**config.mk**
```make
export PLATFORM = sky130hd
export DESIGN_NAME = fft_butterfly_flat
export DESIGN_NICKNAME = d
export VERILOG_FILES = /design/src/rtl/fft_pkg.sv /design/src/rtl/fft_butterfly_if.sv /design/src/rtl/fft_cmul.sv /design/src/rtl/fft_butterfly.sv /design/src/flat_wrapper.sv
export SDC_FILE = /design/constraint.sdc
export NUM_CORES = 2
export LEC_CHECK = 0
export ABC_CLOCK_PERIOD_IN_PS = 6500
export BUFFER_PORTS_ARGS = -buffer_cell sky130_fd_sc_hd__buf_2
export CAP_MARGIN = 15
export CORE_MARGIN = 8
export CORE_UTILIZATION = 47
export DETAILED_ROUTE_END_ITERATION = 10
export GPL_TIMING_DRIVEN = 0
export HOLD_SLACK_MARGIN = 0.08
export PLACE_DENSITY_LB_ADDON = 0.1
export SETUP_SLACK_MARGIN = 0.05
export SLEW_MARGIN = 10
export SYNTH_ARGS = -nofsm -noshare
export SYNTH_HDL_FRONTEND = slang
export SYNTH_SLANG_ARGS = --single-unit
export TNS_END_PERCENT = 20
```
**constraint.sdc**
```tcl
create_clock -name clk -period 6.5 [get_ports clk]
set_input_delay 0.975 -clock clk [delete_from_list [all_inputs] [get_ports clk]]
set_output_delay 0.975 -clock clk [all_outputs]
set_load 0.005 [all_outputs]
```
**src/rtl/fft_pkg.sv**
```systemverilog
// fft_pkg: shared definitions for the radix-2 butterfly datapath.
//   DATA_W  component width (signed Q1.(DATA_W-1))
//   FRAC_W  fractional bits, i.e. the product rescale shift
//   cplx_t  packed complex sample {re, im}
//   MAX_Q / MIN_Q  saturation limits of a DATA_W component
package fft_pkg;
  localparam int DATA_W = 16;
  localparam int FRAC_W = 15;

  typedef struct packed {
    logic signed [DATA_W-1:0] re;
    logic signed [DATA_W-1:0] im;
  } cplx_t;

  localparam logic signed [DATA_W-1:0] MAX_Q = {1'b0, {(DATA_W-1){1'b1}}};
  localparam logic signed [DATA_W-1:0] MIN_Q = {1'b1, {(DATA_W-1){1'b0}}};
endpackage

```
**src/rtl/fft_butterfly_if.sv**
```systemverilog
// fft_butterfly_if: valid/ready bus of the butterfly.
//   input side : in_valid, in_ready, a/b/w operands
//   output side: out_valid, out_ready, x0/x1 results
//   status     : ovf_clear, ovf_flag
// master = source/sink side (stage memory), slave = butterfly.
interface fft_butterfly_if;
  import fft_pkg::*;

  logic                     in_valid, in_ready;
  logic signed [DATA_W-1:0] a_re, a_im, b_re, b_im, w_re, w_im;
  logic                     out_valid, out_ready;
  logic signed [DATA_W-1:0] x0_re, x0_im, x1_re, x1_im;
  logic                     ovf_clear, ovf_flag;

  modport master (
    output in_valid, a_re, a_im, b_re, b_im, w_re, w_im, out_ready, ovf_clear,
    input  in_ready, out_valid, x0_re, x0_im, x1_re, x1_im, ovf_flag
  );

  modport slave (
    input  in_valid, a_re, a_im, b_re, b_im, w_re, w_im, out_ready, ovf_clear,
    output in_ready, out_valid, x0_re, x0_im, x1_re, x1_im, ovf_flag
  );
endinterface

```
**src/rtl/fft_cmul.sv**
```systemverilog
// fft_cmul: two-stage complex multiply t = b*w, rescaled by FRAC_W.
//   clk, n_rst  clock, synchronous active-low reset
//   en_i        global pipeline enable (low = hold)
//   b_i, w_i    operand and twiddle
//   t_re_o/t_im_o  product at DATA_W+2 bits, range [-2, +2)
// Macro FFT_BUTTERFLY_ROUND_EN: round-half-up instead of floor at the shift.
module fft_cmul
  import fft_pkg::*;
(
  input  logic                     clk,
  input  logic                     n_rst,
  input  logic                     en_i,
  input  cplx_t                    b_i,
  input  cplx_t                    w_i,
  output logic signed [DATA_W+1:0] t_re_o,
  output logic signed [DATA_W+1:0] t_im_o
);
  localparam int PW = 2*DATA_W;
`ifdef FFT_BUTTERFLY_ROUND_EN
  localparam logic signed [PW:0] RND = (PW+1)'(2 ** (FRAC_W-1));
`else
  localparam logic signed [PW:0] RND = '0;
`endif

  logic signed [PW-1:0]     prr_q, pii_q, pri_q, pir_q;
  logic signed [PW:0]       sum_re, sum_im;
  logic signed [DATA_W+1:0] t_re_q, t_im_q;

  // One extra bit so prr - pii cannot wrap (-2^15 * -2^15 case).
  assign sum_re = (PW+1)'(prr_q) - (PW+1)'(pii_q) + RND;
  assign sum_im = (PW+1)'(pri_q) + (PW+1)'(pir_q) + RND;

  always_ff @(posedge clk) begin
    if (!n_rst) begin
      prr_q  <= '0;
      pii_q  <= '0;
      pri_q  <= '0;
      pir_q  <= '0;
      t_re_q <= '0;
      t_im_q <= '0;
    end else if (en_i) begin
      prr_q  <= PW'($signed(b_i.re)) * PW'($signed(w_i.re));
      pii_q  <= PW'($signed(b_i.im)) * PW'($signed(w_i.im));
      pri_q  <= PW'($signed(b_i.re)) * PW'($signed(w_i.im));
      pir_q  <= PW'($signed(b_i.im)) * PW'($signed(w_i.re));
      t_re_q <= (DATA_W+2)'(sum_re >>> FRAC_W);
      t_im_q <= (DATA_W+2)'(sum_im >>> FRAC_W);
    end
  end

  assign t_re_o = t_re_q;
  assign t_im_o = t_im_q;
endmodule

```
**src/rtl/fft_butterfly.sv**
```systemverilog
// fft_butterfly: pipelined radix-2 DIT butterfly, 3-cycle latency.
//   x0 = (a + b*w)/2, x1 = (a - b*w)/2, saturated to Q1.15.
//   clk    system clock
//   n_rst  synchronous active-low reset
//   bus    fft_butterfly_if.slave (valid/ready in and out, ovf status)
// Whole pipeline stalls when the output is valid but not accepted.
// Macro FFT_BUTTERFLY_ROUND_EN: round-half-up at both shifts.
module fft_butterfly
  import fft_pkg::*;
(
  input  logic           clk,
  input  logic           n_rst,
  fft_butterfly_if.slave bus
);
  localparam int STAGES = 3;
  localparam int TW     = DATA_W + 2;
  localparam int SW     = DATA_W + 3;
`ifdef FFT_BUTTERFLY_ROUND_EN
  localparam logic signed [SW-1:0] RND = SW'(1);
`else
  localparam logic signed [SW-1:0] RND = '0;
`endif

  // Halve, then clamp; MSB of the result flags saturation.
  function automatic logic [DATA_W:0] sat_shr1(input logic signed [SW-1:0] s);
    logic signed [SW-1:0] h;
    h = s >>> 1;
    if (h > SW'(MAX_Q))      return {1'b1, MAX_Q};
    else if (h < SW'(MIN_Q)) return {1'b1, MIN_Q};
    else                     return {1'b0, h[DATA_W-1:0]};
  endfunction

  logic [STAGES:1]          vld_pipe_q;
  logic                     stall, en;
  cplx_t                    a1_q, a2_q;
  logic signed [TW-1:0]     t_re, t_im;
  logic signed [SW-1:0]     s0_re, s0_im, s1_re, s1_im;
  logic [DATA_W:0]          r0_re, r0_im, r1_re, r1_im;
  logic                     any_sat;
  logic signed [DATA_W-1:0] x0_re_q, x0_im_q, x1_re_q, x1_im_q;
  logic                     ovf_q;

  assign stall        = vld_pipe_q[STAGES] & ~bus.out_ready;
  assign en           = ~stall;
  assign bus.in_ready = en;

  fft_cmul u_cmul (
    .clk    (clk),
    .n_rst  (n_rst),
    .en_i   (en),
    .b_i    (cplx_t'({bus.b_re, bus.b_im})),
    .w_i    (cplx_t'({bus.w_re, bus.w_im})),
    .t_re_o (t_re),
    .t_im_o (t_im)
  );

  // S3: a +/- t needs DATA_W+3 bits (|a| < 1, |t| <= 2).
  assign s0_re = SW'($signed(a2_q.re)) + SW'(t_re) + RND;
  assign s0_im = SW'($signed(a2_q.im)) + SW'(t_im) + RND;
  assign s1_re = SW'($signed(a2_q.re)) - SW'(t_re) + RND;
  assign s1_im = SW'($signed(a2_q.im)) - SW'(t_im) + RND;

  assign r0_re   = sat_shr1(s0_re);
  assign r0_im   = sat_shr1(s0_im);
  assign r1_re   = sat_shr1(s1_re);
  assign r1_im   = sat_shr1(s1_im);
  assign any_sat = r0_re[DATA_W] | r0_im[DATA_W] | r1_re[DATA_W] | r1_im[DATA_W];

  always_ff @(posedge clk) begin
    if (!n_rst) begin
      vld_pipe_q <= '0;
      a1_q       <= '0;
      a2_q       <= '0;
      x0_re_q    <= '0;
      x0_im_q    <= '0;
      x1_re_q    <= '0;
      x1_im_q    <= '0;
      ovf_q      <= 1'b0;
    end else begin
      if (en) begin
        vld_pipe_q <= {vld_pipe_q[STAGES-1:1], bus.in_valid};
        a1_q       <= cplx_t'({bus.a_re, bus.a_im});
        a2_q       <= a1_q;
        x0_re_q    <= r0_re[DATA_W-1:0];
        x0_im_q    <= r0_im[DATA_W-1:0];
        x1_re_q    <= r1_re[DATA_W-1:0];
        x1_im_q    <= r1_im[DATA_W-1:0];
      end
      // Clear beats a same-cycle set.
      if (bus.ovf_clear)
        ovf_q <= 1'b0;
      else if (en && vld_pipe_q[STAGES-1] && any_sat)
        ovf_q <= 1'b1;
    end
  end

  assign bus.out_valid = vld_pipe_q[STAGES];
  assign bus.x0_re     = x0_re_q;
  assign bus.x0_im     = x0_im_q;
  assign bus.x1_re     = x1_re_q;
  assign bus.x1_im     = x1_im_q;
  assign bus.ovf_flag  = ovf_q;
endmodule
```
**src/flat_wrapper.sv**
```systemverilog
// flat-port wrapper written by rule: the top's interface ports become plain ports
module fft_butterfly_flat import fft_pkg::*;
  (clk, n_rst, bus_in_valid, bus_a_re, bus_a_im, bus_b_re, bus_b_im, bus_w_re, bus_w_im, bus_out_ready, bus_ovf_clear, bus_in_ready, bus_out_valid, bus_x0_re, bus_x0_im, bus_x1_re, bus_x1_im, bus_ovf_flag);
  fft_butterfly_if bus_i ();
  input  logic clk;
  input  logic n_rst;
  input wire logic [$bits(bus_i.in_valid)-1:0] bus_in_valid;
  input wire logic [$bits(bus_i.a_re)-1:0] bus_a_re;
  input wire logic [$bits(bus_i.a_im)-1:0] bus_a_im;
  input wire logic [$bits(bus_i.b_re)-1:0] bus_b_re;
  input wire logic [$bits(bus_i.b_im)-1:0] bus_b_im;
  input wire logic [$bits(bus_i.w_re)-1:0] bus_w_re;
  input wire logic [$bits(bus_i.w_im)-1:0] bus_w_im;
  input wire logic [$bits(bus_i.out_ready)-1:0] bus_out_ready;
  input wire logic [$bits(bus_i.ovf_clear)-1:0] bus_ovf_clear;
  output wire logic [$bits(bus_i.in_ready)-1:0] bus_in_ready;
  output wire logic [$bits(bus_i.out_valid)-1:0] bus_out_valid;
  output wire logic [$bits(bus_i.x0_re)-1:0] bus_x0_re;
  output wire logic [$bits(bus_i.x0_im)-1:0] bus_x0_im;
  output wire logic [$bits(bus_i.x1_re)-1:0] bus_x1_re;
  output wire logic [$bits(bus_i.x1_im)-1:0] bus_x1_im;
  output wire logic [$bits(bus_i.ovf_flag)-1:0] bus_ovf_flag;
  assign bus_i.in_valid = bus_in_valid;
  assign bus_i.a_re = bus_a_re;
  assign bus_i.a_im = bus_a_im;
  assign bus_i.b_re = bus_b_re;
  assign bus_i.b_im = bus_b_im;
  assign bus_i.w_re = bus_w_re;
  assign bus_i.w_im = bus_w_im;
  assign bus_i.out_ready = bus_out_ready;
  assign bus_i.ovf_clear = bus_ovf_clear;
  assign bus_in_ready = bus_i.in_ready;
  assign bus_out_valid = bus_i.out_valid;
  assign bus_x0_re = bus_i.x0_re;
  assign bus_x0_im = bus_i.x0_im;
  assign bus_x1_re = bus_i.x1_re;
  assign bus_x1_im = bus_i.x1_im;
  assign bus_ovf_flag = bus_i.ovf_flag;
  fft_butterfly u_core (.clk(clk), .n_rst(n_rst), .bus(bus_i));
endmodule
```
==> reports/results.txt <==
syn_nets = 7,884
Max FO, Critical Path = 7
P&R area growth vs syn = 16.56%
setup ws final = -0.4241 ns
num rows = 124
min Tclk post-route = 6.924 ns
DP HPWL = 164,200 um
io pins = 168
Mapped Cells = 6,273
hold slack final = 0.4491 ns
initial antenna violation count = 24
Port Buf Inserts = 167
final setup violation count = 22
area of the multi-input gates = 44,130 um2
asr flop ratio synth = 0%
vias in the first global route = 45,870
clock-pin slew on the worst setup and hold paths = 0.06 ns
crit path launch = bus_b_re[7]
CTS tree = built
Period Utilization, post-route = 106.5%
R2R Path Start = u_core.u_cmul.t_im_o[1]
final non-filler cell total = 8,145
DP Cell Count = 7,958
status = complete, but fails checks
Max Freq = 144.4 MHz
GRT Total Usage = 31.99%
clk_lat worst skew = 0.60 ns
first-pass iteration count of the detailed router = 5
Least-Margin Pin Slew = 1.270 ns
Final Hold Vio Count = 0
most common cell after layout, fill and taps aside = inv_1
DR vias = 44,130
max capacitance violation total = 0
Setup CP Type = input port to register
Synth area leaders = fa_1 39%, dfxtp_1 11%, ha_1 11%
Crit-path slowest cell = fa_1
Synth Cell Area = 54,380 um2
hold buffer count at cts = 0
Synth Warn # = 0
hold path start = u_core.u_cmul.prr_q[0]
number of synthesized flops with an enable pin = 0
vias per cell = 5.419
Avg Inst Size Synth = 8.669 um2
Die Height = 356.2 um
CTS root buffer = clkbuf_16
die width = 356.2 um
synth unique cells = 79
Final nets = 8,216
gr ovfl total = 0
total wire length = 203,800 um
DRC = 0
Worst slew margin = 15.35%
per-cell routed wire length = 25.02 um
most frequent cells in the layout = 1,224 x inv_1, 1,022 x fa_1, 879 x nand2_1, 476 x and2_1, 422 x ha_1
Yosys top cell by area = fa_1
first-pass GRT wire length = 299,300 um
Routed Antenna Nets = 0
core area = 114,500 um2
Final Util = 55.36%
worst path arrival time = 7.36 ns
crit-path cells = buf_12, clkbuf_16, and2_4, fa_1, inv_1, fa_1, fa_1, fa_1, inv_1, fa_1, fa_1, ha_4, and4_1, a222oi_1, o21ai_2, a311o_1, a31oi_4, o2bb2ai_4, o221ai_2, or4_1, a31oi_1, xnor2_1, o21ai_1
number of buffers created by CTS = 28
critical path's most frequent cell = fa_1
largest net degree at the start of global routing = 17
Yosys top cell area share = 38.73%
hold crit path type = register to register
Startpoint Class = input port
layout cell share with drive strength beyond 1 = 12.32%
synthesized flop and latch total = 296
DRT iter0 DRCs = 3,323
Worst Skew = 0.04092 ns
WP data required = 6.94 ns
Buffers & Inverters on Critical Path = 4
top_reg_cell synth = dfxtp_1
Num Clock Sinks = 296
Layout fillers = 10,750
failing checks = negative setup slack
CTS max path bufs = 3
register area = 5926 um2
Slew Limit Fails = 0
GPL Wtd Cong = 0.9754
Die Footprint = 126,800 um2
CP delay by family, top = adder cells
register area share after synthesis = 10.90%
H-tree Lvls = 1
Setup crit end kind = register
Initial Util = 47.49%
CP peak stage delay = 0.55 ns
RSZ-0062 raised after global routing = true
==> final cells by class <==
| cell class | instances | share of cell area [%] |
|---|---|---|
| multi-input cells | 4427 | 69.63 |
| inverters | 1237 | 7.349 |
| clock inverters | 17 | 0.3494 |
| clock buffers | 34 | 1.173 |
| repair buffers | 305 | 3.571 |
| plain buffers | 310 | 5.570 |
| flip-flops and latches | 296 | 9.348 |
| well taps | 1512 | 2.985 |
| diodes | 7 | 0.02763 |
==> flip-flops by register name (all words and copies together) (netlist names) <==
| signal | cells |
|---|---|
| u_core.a1_q | 32 |
| u_core.a2_q | 32 |
| u_core.bus.ovf_flag | 1 |
| u_core.bus.x0_im | 16 |
| u_core.bus.x0_re | 16 |
| u_core.bus.x1_im | 16 |
| u_core.bus.x1_re | 16 |
| u_core.u_cmul.pii_q | 32 |
| u_core.u_cmul.pir_q | 32 |
| u_core.u_cmul.pri_q | 32 |
| u_core.u_cmul.prr_q | 32 |
| u_core.u_cmul.t_im_o | 18 |
| u_core.u_cmul.t_re_o | 18 |
| u_core.vld_pipe_q | 3 |
==> synthesized netlist by cell type, drive strengths merged, types with 4 or more instances <==
library cell / instances
a21oi: 345
a31oi: 22
a21boi: 5
nor3b: 5
nor2: 267
and3: 7
a21o: 73
dfxtp: 296
a211o: 13
nor3: 40
xnor2: 156
inv: 1236
ha: 458
nor2b: 24
o21ba: 5
o22ai: 14
or2: 11
a31o: 7
o31ai: 12
nor4b: 4
fa: 1052
nand4: 13
and2: 491
nor4: 7
o21ai: 155
o221a: 19
a221oi: 5
o21bai: 36
o211ai: 9
o21a: 26
xor2: 64
nand3: 39
nand2b: 38
or3: 15
a211oi: 35
a2111oi: 8
nand2: 892
buf: 21
clkbuf: 292
==> per-layer routing <==
metal | part of all wire, % | GRT usage, % | wire length [um] | vias to the layer above
li1 | - | - | - | 19810
met2 | 44 | 50.65 | 89720 | 1780
met5 | 0.027 | 0 | 56 | -
met4 | 7.8 | 18.94 | 15920 | 10
met3 | 8.9 | 6.067 | 18180 | 410
met1 | 39 | 40.87 | 79930 | 22120
==> per-stage QoR <==
stage | setup slack (ns) | cell area (um2) | setup TNS (ns)
after floorplan | -0.3634 | 54710 | -1.844
after global placement | -2.825 | 57440 | -112.80
after detailed placement | -2.797 | 57550 | -108.58
after CTS | -0.2890 | 62150 | -1.477
after global routing | -0.4526 | 63380 | -6.611
final | -0.4241 | 63390 | -2.910
==> kinds of logic after synthesis <==
kind of cell,after synthesis,synth area share (%)
mux,4,0.07593
xor+xnor,220,3.543
compound gates,826,9.438
flops,296,10.90
simple gates,1867,16.05
fa+ha+maj,1510,49.27
buf+inv,1550,10.73
==> worst min-delay path: cells and delay by family, from the launching register on <==
kind	cells	cell delay (ns)
flip-flops	1	0.31
AND/OR/NAND/NOR	1	0.05
AO/OA/AOI/OAI	1	0.05
==> worst paths after layout <==
path	to	depth (start not counted)	slack, ns
setup / recovery	u_core.u_cmul.pri_q[31]	23	-0.42
hold / removal	u_core.u_cmul.prr_q[0]	2	0.45
setup reg to reg	u_core.bus.x1_im[4]	15	1.82
hold reg to reg	u_core.u_cmul.prr_q[0]	2	0.45
==> repair_timing <==
| item | CTS | global route |
|---|---|---|
| hold endpoints to repair | 0 | 0 |
| setup buffers | 78 | 49 |
| setup endpoints to repair | 71 | 53 |
| pin swaps | 80 | 86 |
| gates cloned | 2 | 3 |
| gates resized for setup | 648 | 269 |
Power is not shown: default switching activity piles up to over one toggle a cycle in this logic, so the estimate is an artifact.
